--- src/rtl/glhf_uart_rx.sv ---
// 8N1 UART receiver with mid-bit sampling, a small output FIFO on a valid/ready port,
// and single-cycle framing/overrun error pulses.
module glhf_uart_rx #(
  parameter int CLKS_PER_BIT = 87,
  parameter int FIFO_DEPTH   = 4
) (
  input  logic       clk,
  input  logic       rst,
  input  logic       ena,
  input  logic       rx_in,
  output logic [7:0] m_data,
  output logic       m_valid,
  input  logic       m_ready,
  output logic       frame_err,
  output logic       overrun,
  output logic       busy
);

  localparam int CW = $clog2(CLKS_PER_BIT);
  localparam int AW = $clog2(FIFO_DEPTH);
  localparam int PW = AW + 1;
  localparam logic [CW-1:0] HALF_LOAD = CW'(CLKS_PER_BIT / 2 - 1);
  localparam logic [CW-1:0] FULL_LOAD = CW'(CLKS_PER_BIT - 1);

  typedef enum logic [2:0] {
    S_IDLE,
    S_START,
    S_DATA,
    S_STOP,
    S_BREAK
  } state_t;

  logic          rx_meta_q, rx_s_q, rx_prev_q;
  logic          fall;
  state_t        state_q, state_d;
  logic [CW-1:0] cnt_q, cnt_d;
  logic [2:0]    idx_q, idx_d;
  logic [7:0]    shift_q, shift_d;
  logic          frame_err_q, frame_err_d;
  logic          overrun_q, overrun_d;
  logic          push, pop, room, empty, full, tick;

  logic [7:0]    mem_q [FIFO_DEPTH];
  logic [PW-1:0] wr_ptr_q, rd_ptr_q;

  // Synchroniser and edge history preset high so reset never looks like a start edge.
  always_ff @(posedge clk) begin
    if (rst) begin
      rx_meta_q <= 1'b1;
      rx_s_q    <= 1'b1;
      rx_prev_q <= 1'b1;
    end else begin
      rx_meta_q <= rx_in;
      rx_s_q    <= rx_meta_q;
      rx_prev_q <= rx_s_q;
    end
  end

  assign fall = rx_prev_q & ~rx_s_q;
  assign tick = (cnt_q == '0);

  always_ff @(posedge clk) begin
    if (rst) begin
      state_q     <= S_IDLE;
      cnt_q       <= '0;
      idx_q       <= '0;
      shift_q     <= '0;
      frame_err_q <= 1'b0;
      overrun_q   <= 1'b0;
    end else begin
      state_q     <= state_d;
      cnt_q       <= cnt_d;
      idx_q       <= idx_d;
      shift_q     <= shift_d;
      frame_err_q <= frame_err_d;
      overrun_q   <= overrun_d;
    end
  end

  always_comb begin
    state_d     = state_q;
    cnt_d       = cnt_q;
    idx_d       = idx_q;
    shift_d     = shift_q;
    push        = 1'b0;
    frame_err_d = 1'b0;
    overrun_d   = 1'b0;
    case (state_q)
      S_IDLE: begin
        if (fall) begin
          state_d = S_START;
          cnt_d   = HALF_LOAD;
        end
      end
      S_START: begin
        if (!tick) begin
          cnt_d = cnt_q - CW'(1);
        end else if (!rx_s_q) begin
          state_d = S_DATA;
          idx_d   = 3'd0;
          cnt_d   = FULL_LOAD;
        end else begin
          state_d = S_IDLE;
        end
      end
      S_DATA: begin
        if (!tick) begin
          cnt_d = cnt_q - CW'(1);
        end else begin
          shift_d[idx_q] = rx_s_q;
          cnt_d          = FULL_LOAD;
          if (idx_q == 3'd7) state_d = S_STOP;
          else               idx_d   = idx_q + 3'd1;
        end
      end
      S_STOP: begin
        if (!tick) begin
          cnt_d = cnt_q - CW'(1);
        end else if (rx_s_q) begin
          state_d = S_IDLE;
          if (room) push      = 1'b1;
          else      overrun_d = 1'b1;
        end else begin
          state_d     = S_BREAK;
          frame_err_d = 1'b1;
        end
      end
      S_BREAK: begin
        if (rx_s_q) state_d = S_IDLE;
      end
      default: state_d = S_IDLE;
    endcase
    // Deselection abandons any partial frame; the FIFO side keeps running.
    if (!ena) begin
      state_d     = S_IDLE;
      push        = 1'b0;
      frame_err_d = 1'b0;
      overrun_d   = 1'b0;
    end
  end

  assign empty = (wr_ptr_q == rd_ptr_q);
  assign full  = (wr_ptr_q[AW-1:0] == rd_ptr_q[AW-1:0]) && (wr_ptr_q[PW-1] != rd_ptr_q[PW-1]);
  assign pop   = m_valid & m_ready;
  // A pop in the same cycle frees the head slot, so a full FIFO can still accept.
  assign room  = ~full | pop;

  always_ff @(posedge clk) begin
    if (rst) begin
      wr_ptr_q <= '0;
      rd_ptr_q <= '0;
    end else begin
      if (push) wr_ptr_q <= wr_ptr_q + PW'(1);
      if (pop)  rd_ptr_q <= rd_ptr_q + PW'(1);
    end
  end

  always_ff @(posedge clk) begin
    if (push) mem_q[wr_ptr_q[AW-1:0]] <= shift_q;
  end

  assign m_valid   = ~empty;
  assign m_data    = m_valid ? mem_q[rd_ptr_q[AW-1:0]] : 8'h00;
  assign frame_err = frame_err_q;
  assign overrun   = overrun_q;
  assign busy      = (state_q != S_IDLE);

endmodule

--- config.mk ---
export PLATFORM = sky130hd
export DESIGN_NAME = glhf_uart_rx
export DESIGN_NICKNAME = d
export VERILOG_FILES = /design/src/rtl/glhf_uart_rx.sv
export SDC_FILE = /design/constraint.sdc
export NUM_CORES = 1
export LEC_CHECK = 0
export BUFFER_PORTS_ARGS = -buffer_cell sky130_fd_sc_hd__buf_4
export CAP_MARGIN = 10
export CORE_MARGIN = 2
export CORE_UTILIZATION = 57
export CTS_BUF_LIST = sky130_fd_sc_hd__clkbuf_8
export DETAILED_ROUTE_END_ITERATION = 8
export PLACE_DENSITY = 0.86
export SLEW_MARGIN = 10
export SYNTH_ARGS = -nofsm -noshare
export SYNTH_HDL_FRONTEND = slang
export SYNTH_SLANG_ARGS = --single-unit
--- constraint.sdc ---
create_clock -name clk -period 2 [get_ports clk]
set_input_delay 0.1 -clock clk [delete_from_list [all_inputs] [get_ports clk]]
set_output_delay 0.1 -clock clk [all_outputs]
set_load 0.02 [all_outputs]
* After elaboration in Yosys (flattened, before gate mapping)
Memory sizes are Yosys's and may differ from the RTL's. A register that Yosys moved wholly into a read port is not among the register bits.
Cells that the tools add are included.
W data, S select, Z words.
** Cells by class
- Add/sub/neg operators :: 4
- $lt $le $gt $ge :: 2
- Equality and inequality tests :: 18
- Muxes and demuxes :: 35
- Bitwise operators :: 9
- Reductions and logical operators :: 14
** Operators with widths (number)
- $mux W7 :: 5
- $mux W3 :: 11
- $pmux W7 S4 :: 1
- $ne A2 B2 Y1 const B :: 9
- $pmux W3 S5 :: 1
- $mux W1 :: 10
- $add A3 B1 Y3 const B :: 3
- $bwmux W8 :: 1
- $mux W8 :: 1
- $logic_not A7 Y1 :: 1
- $sub A7 B1 Y7 const B :: 1
- $eq A3 B2 Y1 const B :: 2
- $eq A3 B3 Y1 const B :: 2
- $mux W2 :: 3
- $not A1 Y1 :: 6
- $pmux W3 S2 :: 1
- $reduce_and A6 Y1 :: 1
- $reduce_and A5 Y1 :: 1
- $reduce_or A5 Y1 :: 1
- $lt A3 B4 Y1 const B :: 1
- $reduce_and A4 Y1 :: 1
- $reduce_bool A4 Y1 :: 1
- $reduce_or A4 Y1 :: 1
- $demux W1 S3 :: 1
- 14 further kinds :: 16
** Storage, ports and cells
- Register bits :: 32
- Bits in writable memories :: 32
- Output and inout port bits :: 12
- Logic and storage cells :: 94
- Memories kept :: 1
** Memory list
- mem_q :: words 4, bits a word 8, read ports 1, clocked after memory_dff 1, write ports 1, RTL line 43 : logic [7:0] mem_q [FIFO_DEPTH];

* Logic depth before layout (Yosys ltp)
- Word-level depth :: 11
- Depth in mapped cells :: 6
- Gate-level depth less buffers :: 6

* Worst setup path before layout
OpenSTA, ideal clock, no wires.
- Path type :: flip-flop to flip-flop
- From :: register cnt_q[2]
- To :: memory mem_q[3][0], enable pin
- Arrival :: 1.868 ns
- Setup slack :: -0.199 ns
- Stages on the path, launching flop included :: 5
- Clock period less this slack :: 2.199 ns
- Cell sequence :: dfxtp_1 -> nor4_1 -> nand4_1 -> nor3_1 -> and2_1
** On the way
- Word-level cells in the longest chain between the ends :: 6
** RTL lines
- from (decl) :: RTL line 36 : logic [CW-1:0] cnt_q, cnt_d;
- from (signal assigned) :: RTL line 72 : cnt_q <= cnt_d;
- $logic_not A7 Y1 :: RTL line 60 : assign tick = (cnt_q == '0);
- $mux W1 :: RTL line 117 : if (!tick) begin
- $mux W1 :: RTL line 88 : case (state_q)
- $mux W1 :: RTL line 134 : if (!ena) begin
- $mux W1 :: RTL line 159 : if (push) mem_q[wr_ptr_q[AW-1:0]] <= shift_q;
- $mux W1 (not written as such) :: RTL line 159
- to (decl) :: RTL line 43
No other way between the ends.

* Worst setup path after layout
- From :: register cnt_q[2]
- To :: memory mem_q[2][5], enable pin
Same word-level chain as after synthesis.

==> flow_summary.ini <==
[worst_hold_path]
hold_depth = 3
hp-start = m_ready
holdPathEnd = overrun
hold_class = in2reg

[floorplan]
start_util_pct = 59.71
core-area_um2 = 5140
rows = 26
die_w_um = 77.38
dieArea_um2 = 5988
die_y_um = 77.38
top_level_ports = 17

[routing]
dr_wl_met3_um = 156
maxUsedRoutingLayer = met4
wirelength_um = 6215
vias_per_cell = 5.677
drtIter0Drc = 114
num_vias = 2129
drtPass1Iterations = 4
drc = 0
drt-wirelength-per-cell_um = 16.57
ant_nets = 0
drt-met1-wl_um = 2782
dr_wl_met2_um = 3154

[timing]
fin_crit_sh_pct = 96.90
whs_ps = 120.6
slew_violations = 0
rsz0062_at_grt = true
setup_slack_ps = 62.03
maxClockFrequency_mhz = 516.0
relSlewSlack_pct = 64.89
tightest_slew_ps = 520.9
fin_skew_ps = 7.158
fin_crit_ps = 1938
setup_viol = 0
hold_viol_final = 0

[cells_and_area]
syn_to_final_growth_pct = 21.89
nets = 314
fin_util_pct = 72.78
layout.cells.most_common = buf_4
fillers = 345
layout_common_cells = buf_4, edfxtp_1, dfxtp_1
n_antenna_cell = 0
drive_gt1_share_pct = 30.16

[synth]
syn_inst = 261
muxShareOfSynthArea_pct = 9.172
yosys_warnings = 0
synth_nets = 275
synth_compound_area_share_pct = 8.724
synth_ff_type = dfxtp_1
ys_types = 43
avgSynthCellArea_um2 = 11.76
synthXorXnorAreaFrac_pct = 1.998
yosys.area.top_type_share_pct = 31.31
synth_edf_count = 32
ys_seq_area_share_pct = 53.49
synthSimpleGateAreaFrac_pct = 20.10
synth_top_family_by_area = simple AND/OR/NAND/NOR gates
ys_ff_latch = 66
synth_top_cell_by_area = edfxtp_1
synthArstFlopShare_pct = 0
synth_fa_ha_area_share_pct = 3.995
yosys-top-cells-area = edfxtp_1, dfxtp_1, mux4_2
syn_area_um2 = 3069

[clock_network]
root_buffer = clkbuf_8
cts_buffers = 9
cts_htree_levels = 3
path_clk_slew_ps = 70
tritoncts = done
insertion_delay_ps = 350
cts_sinks = 66
cts_max_path_buffers = 2

[placement]
dpl.hpwl_um = 4145
portBuffers = 16
place_congestion = 0.8556
dp_slack_ps = -3.451

[pwr]
power_leakage_nw = 1.444
peakVddDrop_uv = 487.3
p_per_area_nw_per_um2 = 769.1

[global_route]
grt_pass1_vias = 2120
grt_pass1_wl_um = 10110
grt_overflow = 0
grt_antenna_before_repair = 0
grt_usage_pct = 22.05
grt_max_degree = 33

[worst_setup_path]
endpoint_kind = flip-flop
r2r_slack_ps = 60
worstPathArrival_ps = 1980
r2r-start = cnt_q[2]
worstPathMaxFanout = 8
startpoint_type = flip-flop
required_ps = 2040
r2r-end = mem_q[2][5]
criticalPathCategory = reg2reg
ff2ff_path_depth = 5

[run]
max_cap_viol_count = 0

[run_status]
status = finished, final reports clean
-- sequential cells by signal, indices dropped and copies added, names as in the netlist, 3 cells and up, named ones only --
signal / count
mem_q: 32
shift_q: 8
cnt_q: 7
idx_q: 3
rd_ptr_q: 3
state_q: 3
wr_ptr_q: 3
-- layout make-up --
class	count	area [µm²]	share of cell area, %
multi-input cells	175	1454	38.86
clock buffers	10	137.6	3.679
well taps	70	87.58	2.341
flip-flops and latches	66	1647	44.01
repair buffers	38	287.8	7.692
clock inverters	6	90.09	2.408
inverters	10	37.54	1.003
-- how the worst max path moves through the flow --
stage / startpoint / endpoint / cells after the start
CTS: wr_ptr_q[1] / m_data[4] / 4
global route: cnt_q[2] / mem_q[3][3] / 5
floorplan: idx_q[0] / idx_q[0] / 6
global placement: idx_q[0] / idx_q[0] / 6
finish: cnt_q[2] / mem_q[2][5] / 5
detailed placement: idx_q[0] / idx_q[0] / 6
-- logic make-up after synthesis --
| kind of cell | after synthesis |
|---|---|
| buffers and inverters | 20 |
| adders and majority gates | 10 |
| AOI/OAI and AO/OA | 35 |
| and+or+nand+nor | 105 |
| xor gates and xnor gates | 7 |
| muxes | 18 |
| DFF | 66 |
-- worst max-delay path, cell delays in order, from the launching register on --
cell and delay, ps:
dfxtp_1 310, buf_4 160, nor4_4 330, nand4_1 220
nor3_2 280, and2_2 330
-- power by group --
part	internal (mW)	leakage [nW]	total [mW]	switching, mW
Combinational	0.0853	0.720	0.191	0.106
Sequential	1.41	0.611	1.42	0.00969
Clock	0.737	0.112	1.26	0.526
Total	2.24	1.44	2.88	0.642
-- synthesized netlist by cell type (8+ instances only) --
master    instances
dfxtp_1          34
edfxtp_1         32
nor2b_1          15
nor2_1           13
nand2b_1         12
nand2_1          11
inv_1            10
nor3_1           10
a21oi_1           9
ha_1              9
mux2i_1           9
a211oi_1          8
clkbuf_1          8
mux4_2            8
nand3_1           8
-- per-stage QoR --
stage / std cells / instance area, µm² / setup TNS [ps] / total power [mW]
after floorplan: 261 / 3102 / 0 / 1.572
after global placement: 358 / 3427 / 0 / 1.629
after detailed placement: 358 / 3427 / -3.451 / 1.634
after CTS: 375 / 3682 / 0 / 2.884
after global routing: 375 / 3741 / -972.0 / 2.964
final: 375 / 3741 / 0 / 2.877
-- timing repair --
| item | CTS | global route |
|---|---|---|
| buffers inserted | 0 | 0 |
| resized for setup | 4 | 13 |
| pin swaps | 1 | 3 |
| hold buffers | 1 | 0 |
| hold endpoints to repair | 1 | 0 |
| endpoints found under the setup margin | 42 | 48 |
-- per-layer routing --
layer	GRT usage, %	vias up
met5	0	-
met4	10.71	0
met3	3.605	8
met2	36.87	33
met1	27.97	1031
li1	-	1057
Power figures use the tool's default switching activity.
